## src/rtl/clock_buffer.sv

```systemverilog
`default_nettype none
// ============================================================================
// Module   : clock_buffer
// Brief    : Zero-delay root clock buffer with glitch-free gating, a
//            synchronised gate request and a delivered-pulse counter.
// Revision : 1.0
// ============================================================================
module clock_buffer #(
  parameter int SYNC_STAGES     = 2,
  parameter int RESET_GATE_OPEN = 1,
  parameter int CNT_WIDTH       = 16
) (
  input  logic                 clk_in,
  input  logic                 rst,
  input  logic                 clk_en,
  output logic                 clk_out,
  output logic                 gate_on,
  output logic [CNT_WIDTH-1:0] pulse_cnt
);

  localparam logic c_reset_gate = (RESET_GATE_OPEN != 0);

  // Power-up values let the clock pass without a reset when the gate defaults open.
  logic [SYNC_STAGES-1:0] r_sync   = {SYNC_STAGES{c_reset_gate}};
  logic                   r_gate_q = c_reset_gate;
  logic [CNT_WIDTH-1:0]   r_cnt    = '0;
  logic                   w_en_s;

  assign w_en_s = r_sync[SYNC_STAGES-1];

  always_ff @(posedge clk_in) begin
    if (rst) begin
      r_sync <= {SYNC_STAGES{c_reset_gate}};
    end else begin
      r_sync <= {r_sync[SYNC_STAGES-2:0], clk_en};
    end
  end

  // Updating only while clk_in is low means an AND gate can never chop a high phase.
  always_ff @(negedge clk_in) begin
    if (rst) begin
      r_gate_q <= c_reset_gate;
    end else begin
      r_gate_q <= w_en_s;
    end
  end

  always_ff @(posedge clk_in) begin
    if (rst) begin
      r_cnt <= '0;
    end else if (r_gate_q) begin
      r_cnt <= r_cnt + {{(CNT_WIDTH-1){1'b0}}, 1'b1};
    end
  end

  assign clk_out   = clk_in & r_gate_q;
  assign gate_on   = r_gate_q;
  assign pulse_cnt = r_cnt;

endmodule
`default_nettype wire

```

## config.mk

```make
export PLATFORM = sky130hd
export DESIGN_NAME = clock_buffer
export DESIGN_NICKNAME = d
export VERILOG_FILES = /design/src/rtl/clock_buffer.sv
export SDC_FILE = /design/constraint.sdc
export NUM_CORES = 1
export LEC_CHECK = 0
export CORE_UTILIZATION = 47
export DETAILED_ROUTE_END_ITERATION = 7
export MAX_ROUTING_LAYER = met4
export PLACE_DENSITY_LB_ADDON = 0.25
export SLEW_MARGIN = 20
export SYNTH_ARGS = -nofsm -noshare
export SYNTH_HDL_FRONTEND = slang
export SYNTH_SLANG_ARGS = --single-unit
```

## constraint.sdc

```tcl
create_clock -name clk_in -period 2.2 [get_ports clk_in]
set_clock_uncertainty 0.1 [all_clocks]
set_input_delay 0.44 -clock clk_in [delete_from_list [all_inputs] [get_ports clk_in]]
set_output_delay 0.44 -clock clk_in [all_outputs]
set_load 0.01 [all_outputs]
```

---- Word level (Yosys, flattened, before mapping) ----
Index checks and enable logic that the tools add are counted.
storage, ports and cells
  bits of input ports ..................... 3
  logic and storage cells ................. 5
  bits in registers ....................... 19
  output and inout bits ................... 18
operators by class
  add/sub/neg operators ................... 1
  bitwise logic cells ..................... 1
operators with widths
  operator               number
  $add 16x1->16 const B  1
  $and 1x1->1            1

---- Longest topological paths before layout ----
Gate-level depths: netlist of run 1.
  word-level depth ........................ 1
  mapped depth ............................ 5
  gate-level depth less buffers ........... 4

==> impl_metrics.sql, run 1 <==
INSERT INTO impl_metrics (metric_group, metric, value, unit) VALUES
('yosys', 'synthDominantCellAreaShare', '0.450', ''),
('setup_path', 'crit_path_start_kind', 'register', ''),
('placed_design', 'port-buffer-count', '20', ''),
('placed_design', 'dp_hpwl', '1.20', 'mm'),
('placed_design', 'placed_cells', '135', ''),
('yosys', 'post_synth_instance_area', '845', 'um2'),
('grt', 'globalRoute.totalOverflow', '0', ''),
('clock_tree', 'clkSlewWorstSetupHoldPaths', '110', 'ps'),
('setup_path', 'timing.critical_path.arrival', '2260', 'ps'),
('yosys', 'synthDistinctLibCells', '26', ''),
('setup_path', 'critPathMostFrequentCell', 'sky130_fd_sc_hd__buf_6', ''),
('grt', 'grt.total_usage', '0.271', ''),
('yosys', 'syn_area_per_cell', '9.18', 'um2'),
('sta', 'final_max_slew_viol_count', '0', ''),
('power', 'post-layout-total-power', '774', 'uW'),
('drt', 'detail_route.iter0.violations', '9', ''),
('job', 'drv_cap', '0', ''),
('yosys', 'synthDominantAreaCellType', 'sky130_fd_sc_hd__dfxtp_1', ''),
('placed_design', 'post_detailed_placement_cell_area', '1110', 'um2'),
('yosys', 'synthCells', '92', ''),
('power', 'maximum_ir_drop_on_the_vdd_rail', '558', 'uV'),
('setup_path', 'setup.worst_path.class', 'reg2out', ''),
('drt', 'antenna_violating_nets_post_route', '0', ''),
('drt', 'dr_vias', '824', ''),
('drt', 'drcViolationCount', '0', ''),
('sta', 'rsz0062_at_grt', 'yes', ''),
('power', 'power_leakage', '0.000534', 'uW'),
('sta', 'measured_slew_at_the_worst_slew_check_pin', '538', 'ps'),
('yosys', 'synth_seq_cells', '19', ''),
('placed_design', 'gp_congestion', '0.742', ''),
('setup_path', 'critical_path.max_fanout', '2', ''),
('drt', 'post_drt_wl_per_cell', '14.4', 'um'),
('outcome', 'run_status', 'complete, but fails checks', ''),
('setup_path', 'critPathCaptureType', 'output pin', ''),
('final_layout', 'fillCellCount', '76', ''),
('die', 'core_area', '1590', 'um2'),
('final_layout', 'final_layout_size_suffix_gt1_frac', '0.397', ''),
('die', 'number_of_rows_in_the_core_area', '14', ''),
('clock_tree', 'clk_latency', '500', 'ps'),
('die', 'die_height', '44.4', 'um'),
('die', 'fp.dieArea', '1970', 'um2'),
('final_layout', 'insertedDiodeCount', '0', ''),
('drt', 'routed_via_density', '5.49', ''),
('sta', 'maxSlewHeadroom', '0.641', ''),
('yosys', 'yosysWarningCount', '0', ''),
('grt', 'grt_start_max_net_pins', '23', ''),
('yosys', 'synth_area_leaders', 'sky130_fd_sc_hd__dfxtp_1 (45%), sky130_fd_sc_hd__mux2_2 (5.3%), sky130_fd_sc_hd__a21oi_1 (4.1%)', ''),
('die', 'die_w', '44.4', 'um'),
('final_layout', 'stdcell_count', '150', ''),
('sta', 'finalSetupViolations', '19', ''),
('setup_path', 'critical_path.cell_chain', 'buf_6 -> and2_4 -> buf_6', ''),
('sta', 'post-route-worst-setup-slack', '-596', 'ps'),
('yosys', 'synthesis.nets', '96', ''),
('grt', 'grt_first_pass_wirelength', '3.45', 'mm'),
('drt', 'routed_wl', '2.16', 'mm'),
('outcome', 'violations', 'negative setup slack', ''),
('final_layout', 'syn2layout_area_growth', '61.9', '%'),
('final_layout', 'fin_area', '1370', 'um2'),
('setup_path', 'slowest_stage_delay_cp', '310', 'ps'),
('clock_tree', 'tritoncts', 'yes', ''),
('die', 'io_pins', '21', ''),
('final_layout', 'num-nets-final', '131', ''),
('grt', 'initial_antenna_violation_count', '0', ''),
('die', 'start_util', '0.530', ''),
('drt', 'drt_pre_antenna_iters', '4', ''),
('power', 'powerDensity', '566', 'nW/um2'),
('grt', 'grt_pass1_vias', '768', ''),
('sta', 'final-hold-violation-count', '0', ''),
('yosys', 'synth-seq-area-share', '0.450', ''),
('setup_path', 'req_time_crit_path', '1660', 'ps'),
('setup_path', 'crit_slowest_cell', 'sky130_fd_sc_hd__dfxtp_2', ''),
('hold_path', 'hold_path.class', 'reg2reg', '');
## power breakdown
| part | leakage (uW) | internal [uW] | total [uW] | switching, uW |
|---|---|---|---|---|
| clock | 0.0000476 | 186 | 354 | 169 |
| combinational | 0.000333 | 30.9 | 55.7 | 24.8 |
| sequential | 0.000154 | 352 | 364 | 11.7 |
## cell usage after synthesis
cell / number
sky130_fd_sc_hd__and2_1: 1
sky130_fd_sc_hd__nor2b_1: 4
sky130_fd_sc_hd__clkbuf_1: 2
sky130_fd_sc_hd__mux2_2: 4
sky130_fd_sc_hd__a21oi_1: 7
sky130_fd_sc_hd__or2_2: 3
sky130_fd_sc_hd__inv_1: 3
sky130_fd_sc_hd__nand4_2: 2
sky130_fd_sc_hd__buf_6: 1
sky130_fd_sc_hd__nand4_1: 3
sky130_fd_sc_hd__nor2_1: 9
sky130_fd_sc_hd__xor2_1: 3
sky130_fd_sc_hd__o21ai_0: 3
sky130_fd_sc_hd__dfxtp_1: 19
sky130_fd_sc_hd__nand2_1: 4
sky130_fd_sc_hd__o31ai_1: 4
sky130_fd_sc_hd__or3_2: 2
sky130_fd_sc_hd__mux2i_1: 1
sky130_fd_sc_hd__ha_1: 1
sky130_fd_sc_hd__buf_4: 1
sky130_fd_sc_hd__nand3_1: 4
sky130_fd_sc_hd__buf_2: 1
sky130_fd_sc_hd__or3_1: 1
sky130_fd_sc_hd__nor4_1: 4
sky130_fd_sc_hd__or4_1: 4
sky130_fd_sc_hd__xnor2_1: 1
## stage by stage
step           hold slack (ps)  utilization  setup TNS (ps)  worst slack (ps)
2_1_floorplan              289            -           -2640              -331
3_3_place_gp               294        0.699           -3670              -370
3_5_place_dp               297        0.699           -4170              -383
4_1_cts                    328        0.811           -7390              -579
5_1_grt                    359        0.858           -8060              -633
6_report                   326        0.858           -6970              -596
## layout make-up
type,count,area [um2],share of cell area
multi-input cells,65,576,0.421
flip-flops and latches,19,382,0.279
repair buffers,31,308,0.225
clock buffers,7,56.3,0.0412
well taps,24,30.0,0.0220
clock inverters,2,8.76,0.00640
inverters,2,7.51,0.00549
## placed cells by master (no fill, tap or decap)
master / Yosys / routed
sky130_fd_sc_hd__or4_1: 4 / 2
sky130_fd_sc_hd__nand3_4: 0 / 1
sky130_fd_sc_hd__and2_4: 0 / 1
sky130_fd_sc_hd__buf_4: 1 / 5
sky130_fd_sc_hd__clkinv_2: 0 / 1
sky130_fd_sc_hd__o21ai_1: 0 / 2
sky130_fd_sc_hd__or2_2: 3 / 3
sky130_fd_sc_hd__ha_1: 1 / 1
sky130_fd_sc_hd__buf_6: 1 / 9
sky130_fd_sc_hd__clkdlybuf4s50_1: 0 / 18
sky130_fd_sc_hd__xnor2_2: 0 / 1
sky130_fd_sc_hd__nand4_1: 3 / 3
sky130_fd_sc_hd__nand4_4: 0 / 1
sky130_fd_sc_hd__a21oi_1: 7 / 3
sky130_fd_sc_hd__o31ai_2: 0 / 3
sky130_fd_sc_hd__nor2b_1: 4 / 4
sky130_fd_sc_hd__nor4_4: 0 / 4
sky130_fd_sc_hd__clkbuf_4: 0 / 6
sky130_fd_sc_hd__nand4_2: 2 / 1
sky130_fd_sc_hd__nand3_1: 4 / 3
sky130_fd_sc_hd__mux2_4: 0 / 4
sky130_fd_sc_hd__xor2_1: 3 / 3
sky130_fd_sc_hd__or4_4: 0 / 2
sky130_fd_sc_hd__or3_4: 0 / 2
sky130_fd_sc_hd__a21oi_2: 0 / 4
sky130_fd_sc_hd__nand2_1: 4 / 3
sky130_fd_sc_hd__dfxtp_1: 19 / 18
sky130_fd_sc_hd__nand2_2: 0 / 1
sky130_fd_sc_hd__mux2i_1: 1 / 1
sky130_fd_sc_hd__o21ai_0: 3 / 1
sky130_fd_sc_hd__or3_1: 1 / 1
sky130_fd_sc_hd__dfxtp_2: 0 / 1
sky130_fd_sc_hd__o31ai_1: 4 / 1
sky130_fd_sc_hd__nor2_1: 9 / 9
sky130_fd_sc_hd__inv_1: 3 / 3
## cells by family after synthesis
logic type      count (synthesis)  synth area share
simple gates                   41             0.283
flops                          19             0.450
compound gates                 14            0.0948
buf+inv                         8            0.0504
mux                             5            0.0652
xor+xnor                        4            0.0415
fa+ha+maj                       1            0.0148
## worst max-delay path: cells and delay by family, from the launching register on
| kind | cells | cell delay [ps] |
|---|---|---|
| buf+inv | 2 | 220 |
| simple gates | 1 | 120 |
| flops | 1 | 310 |
## registers in the layout (all words and copies together), names as in the netlist
register	flops
pulse_cnt	16
r_sync	2
gate_on	1
## routing by layer
metal  GRT usage  share of wire  up-vias
li1            -              -      396
met1       0.332           0.47      401
met2       0.347           0.47       20
met3      0.0898          0.032        7
met4       0.236          0.031        0
met5           -              0        -
## worst paths after layout
check,from,end,slack (ps),cells after the start
worst max-delay path,gate_on$_SDFF_NP1_,clk_out,-600,3
worst min-delay path,r_sync[0]$_SDFF_PP1_,r_sync[1]$_SDFF_PP1_,330,1
worst min register to register,r_sync[0]$_SDFF_PP1_,r_sync[1]$_SDFF_PP1_,330,1
worst max register to register,gate_on$_SDFF_NP1_,pulse_cnt[11]$_SDFFE_PP0P_,-570,5
## what timing repair did
item / 4_1_cts / 5_1_grt
pin swaps: 6 / 3
setup endpoints to repair: 19 / 19
buffers inserted: 7 / 2
hold endpoints to repair: 0 / 0
hold buffers: 0 / 0
gates resized for setup: 27 / 16
(Power assumes the default switching activity.)
==> inputs of run 2 (changes only) <==
--- a/config.mk
+++ b/config.mk
@@ -5,8 +5,9 @@
 export SDC_FILE = /design/constraint.sdc
 export NUM_CORES = 1
 export LEC_CHECK = 0
-export CORE_UTILIZATION = 47
+export CORE_UTILIZATION = 50
 export DETAILED_ROUTE_END_ITERATION = 7
+export GPL_ROUTABILITY_DRIVEN = 0
 export MAX_ROUTING_LAYER = met4
 export PLACE_DENSITY_LB_ADDON = 0.25
 export SLEW_MARGIN = 20
==> constraint.sdc (replaced) <==
create_clock -name clk_in -period 3.5 [get_ports clk_in]
set_clock_uncertainty 0.1 [all_clocks]
set_input_delay 0.7 -clock clk_in [delete_from_list [all_inputs] [get_ports clk_in]]
set_output_delay 0.7 -clock clk_in [all_outputs]
set_load 0.01 [all_outputs]
==> run 2 against run 1 <==
- the run still ends with negative setup slack left
- clock power down 37%
- core utilization down 12 points
- die area down 5.7%
- clock-buffer cell count unchanged
- global-route usage down 3.6 points
- total power down 38%
- first-iteration DRC count down 11%
- final area down 17%
- critical path type unchanged
- critical endpoint unchanged
- largest cell class unchanged
==> impl_metrics.sql, run 2 (same netlist as run 1, synthesis figures left out) <==
INSERT INTO impl_metrics (metric_group, metric, value, unit) VALUES
('final_layout', 'max_ffs_per_register', '16', ''),
('grt', 'grt_pass1_vias', '669', ''),
('setup_path', 'setup.worst_path.class', 'reg2out', ''),
('sta', 'measured_slew_at_the_worst_slew_check_pin', '317', 'ps'),
('grt', 'grt_start_max_net_pins', '23', ''),
('hold_path', 'terminating_pin_of_the_worst_hold_path', 'r_sync[1]$_SDFF_PP1_', ''),
('grt', 'globalRoute.totalOverflow', '0', ''),
('setup_path', 'critical_path.max_fanout', '3', ''),
('final_layout', 'insertedDiodeCount', '0', ''),
('drt', 'dr_vias', '760', ''),
('drt', 'routed_wl', '1.70', 'mm'),
('setup_path', 'regToRegSetupSlack', '130', 'ps'),
('grt', 'grt.total_usage', '0.234', ''),
('setup_path', 'path_delay_family', 'flip-flops', ''),
('clock_tree', 'tritoncts', 'yes', ''),
('drt', 'drt_pre_antenna_iters', '4', ''),
('placed_design', 'port-buffer-count', '20', ''),
('drt', 'post_drt_wl_per_cell', '12.7', 'um'),
('clock_tree', 'clkSlewWorstSetupHoldPaths', '110', 'ps'),
('setup_path', 'crit_slowest_cell', 'sky130_fd_sc_hd__dfxtp_2', ''),
('final_layout', 'fin_area', '1130', 'um2'),
('die', 'io_pins', '21', ''),
('placed_design', 'dp_hpwl', '1.15', 'mm'),
('hold_path', 'hold_path_startpoint', 'r_sync[0]$_SDFF_PP1_', ''),
('sta', 'post-route-worst-setup-slack', '-75.1', 'ps'),
('die', 'fp.dieArea', '1860', 'um2'),
('final_layout', 'mostFrequentLayoutCells', 'sky130_fd_sc_hd__clkdlybuf4s50_1 (18), sky130_fd_sc_hd__dfxtp_1 (18), sky130_fd_sc_hd__nor2_1 (9)', ''),
('placed_design', 'post_detailed_placement_cell_area', '1060', 'um2'),
('drt', 'drcViolationCount', '0', ''),
('sta', 'final-hold-violation-count', '0', ''),
('drt', 'routed_via_density', '5.67', ''),
('sta', 'maxSlewHeadroom', '0.788', ''),
('setup_path', 'rr_startpoint', 'gate_on$_SDFF_NP1_', ''),
('setup_path', 'req_time_crit_path', '2700', 'ps'),
('grt', 'initial_antenna_violation_count', '0', ''),
('job', 'drv_cap', '0', ''),
('hold_path', 'hold_path.class', 'reg2reg', ''),
('die', 'core_area', '1540', 'um2'),
('power', 'power_leakage', '0.000399', 'uW'),
('setup_path', 'critPathBufInv', '1', ''),
('setup_path', 'crit_path_start_kind', 'register', ''),
('sta', 'rsz0062_at_grt', 'yes', ''),
('clock_tree', 'number_of_buffers_inserted_by_hold_repair_at_cts', '0', ''),
('setup_path', 'ff2ff_path_depth', '4', ''),
('clock_tree', 'clk_latency', '470', 'ps'),
('sta', 'final_max_slew_viol_count', '0', ''),
('sta', 'finalSetupViolations', '2', ''),
('die', 'start_util', '0.548', ''),
('drt', 'antenna_violating_nets_post_route', '0', ''),
('final_layout', 'final_layout_size_suffix_gt1_frac', '0.237', ''),
('final_layout', 'num-nets-final', '123', ''),
('outcome', 'run_status', 'complete, but fails checks', ''),
('setup_path', 'reg2reg_to', 'pulse_cnt[15]$_SDFFE_PP0P_', ''),
('hold_path', 'cells_on_worst_hold_path', '1', ''),
('final_layout', 'final_core_utilization', '0.735', ''),
('die', 'die_height', '43.1', 'um'),
('die', 'die_w', '43.1', 'um'),
('setup_path', 'timing.critical_path.arrival', '2780', 'ps'),
('setup_path', 'slowest_stage_delay_cp', '310', 'ps'),
('outcome', 'violations', 'negative setup slack', ''),
('setup_path', 'critical_path.cell_chain', 'and2_4 -> buf_6', ''),
('die', 'number_of_rows_in_the_core_area', '14', ''),
('final_layout', 'syn2layout_area_growth', '34.2', '%'),
('power', 'maximum_ir_drop_on_the_vdd_rail', '306', 'uV'),
('setup_path', 'critPathCaptureType', 'output pin', ''),
('power', 'powerDensity', '422', 'nW/um2'),
('grt', 'grt_first_pass_wirelength', '2.92', 'mm'),
('drt', 'detail_route.iter0.violations', '8', '');
==> run 2: changes by cell type in the layout (fill, tap and decap cells not counted), sizes merged <==
| cell | change |
|---|---|
| buf | -8 |
==> run 2: worst register-to-register path, stage by stage (launching register included) <==
cell	delay, ps
sky130_fd_sc_hd__dfxtp_2	320
sky130_fd_sc_hd__buf_4	160
sky130_fd_sc_hd__nand4_4	140
sky130_fd_sc_hd__nor4_1	360
sky130_fd_sc_hd__mux2_2	370
==> run 2: metrics by stage <==
step           hold slack [ps]  total power [uW]  std cells  setup WS (ps)  TNS [ps]
2_1_floorplan              289               264         92            154         0
3_3_place_gp               305               297        127           7.15         0
3_5_place_dp               302               299        127          -7.68     -7.68
4_1_cts                    333               484        134          -80.2     -80.2
5_1_grt                    348               507        134           -132      -164
6_report                   328               479        134          -75.1     -75.1
==> run 2: area by class of cell <==
cell class | count | area [um2]
Multi-Input combinational cell | 65 | 444
Clock inverter | 2 | 8.76
Timing Repair Buffer | 23 | 215
Fill cell | 114 | 408
Sequential cell | 19 | 382
Tap cell | 16 | 20.0
Inverter | 2 | 7.51
Clock buffer | 7 | 56.3
==> run 2: power by group <==
part / internal, uW / switching [uW] / total, uW
Sequential: 221 / 6.70 / 228
Clock: 117 / 106 / 222
Combinational: 15.3 / 13.0 / 28.3
==> run 2: routing by layer <==
metal  global-route usage  share of wire  vias to the layer above
met2                0.304           0.46                       18
met3                0.128          0.043                        7
li1                     -              -                      384
met4                0.218          0.030                        0
met5                    -              0                        -
met1                0.245           0.46                      351
==> run 2: worst max path at each step <==
stage	from	endpoint	slack, ps	depth (start not counted)
3_5_place_dp	gate_on$_SDFF_NP1_	clk_out	-8	2
4_1_cts	gate_on$_SDFF_NP1_	clk_out	-80	2
6_report	gate_on$_SDFF_NP1_	clk_out	-80	2
2_1_floorplan	gate_on$_SDFF_NP1_	pulse_cnt[13]$_SDFFE_PP0P_	150	5
5_1_grt	gate_on$_SDFF_NP1_	clk_out	-130	2
3_3_place_gp	gate_on$_SDFF_NP1_	clk_out	7	2
==> run 2: timing repair <==
| action | 4_1_cts | 5_1_grt |
|---|---|---|
| pin swaps | 0 | 1 |
| cloned | 0 | 0 |
| hold endpoints to repair | 0 | 0 |
| resized for setup | 11 | 3 |
| endpoints found under the setup margin | 3 | 6 |
| setup buffers | 0 | 0 |
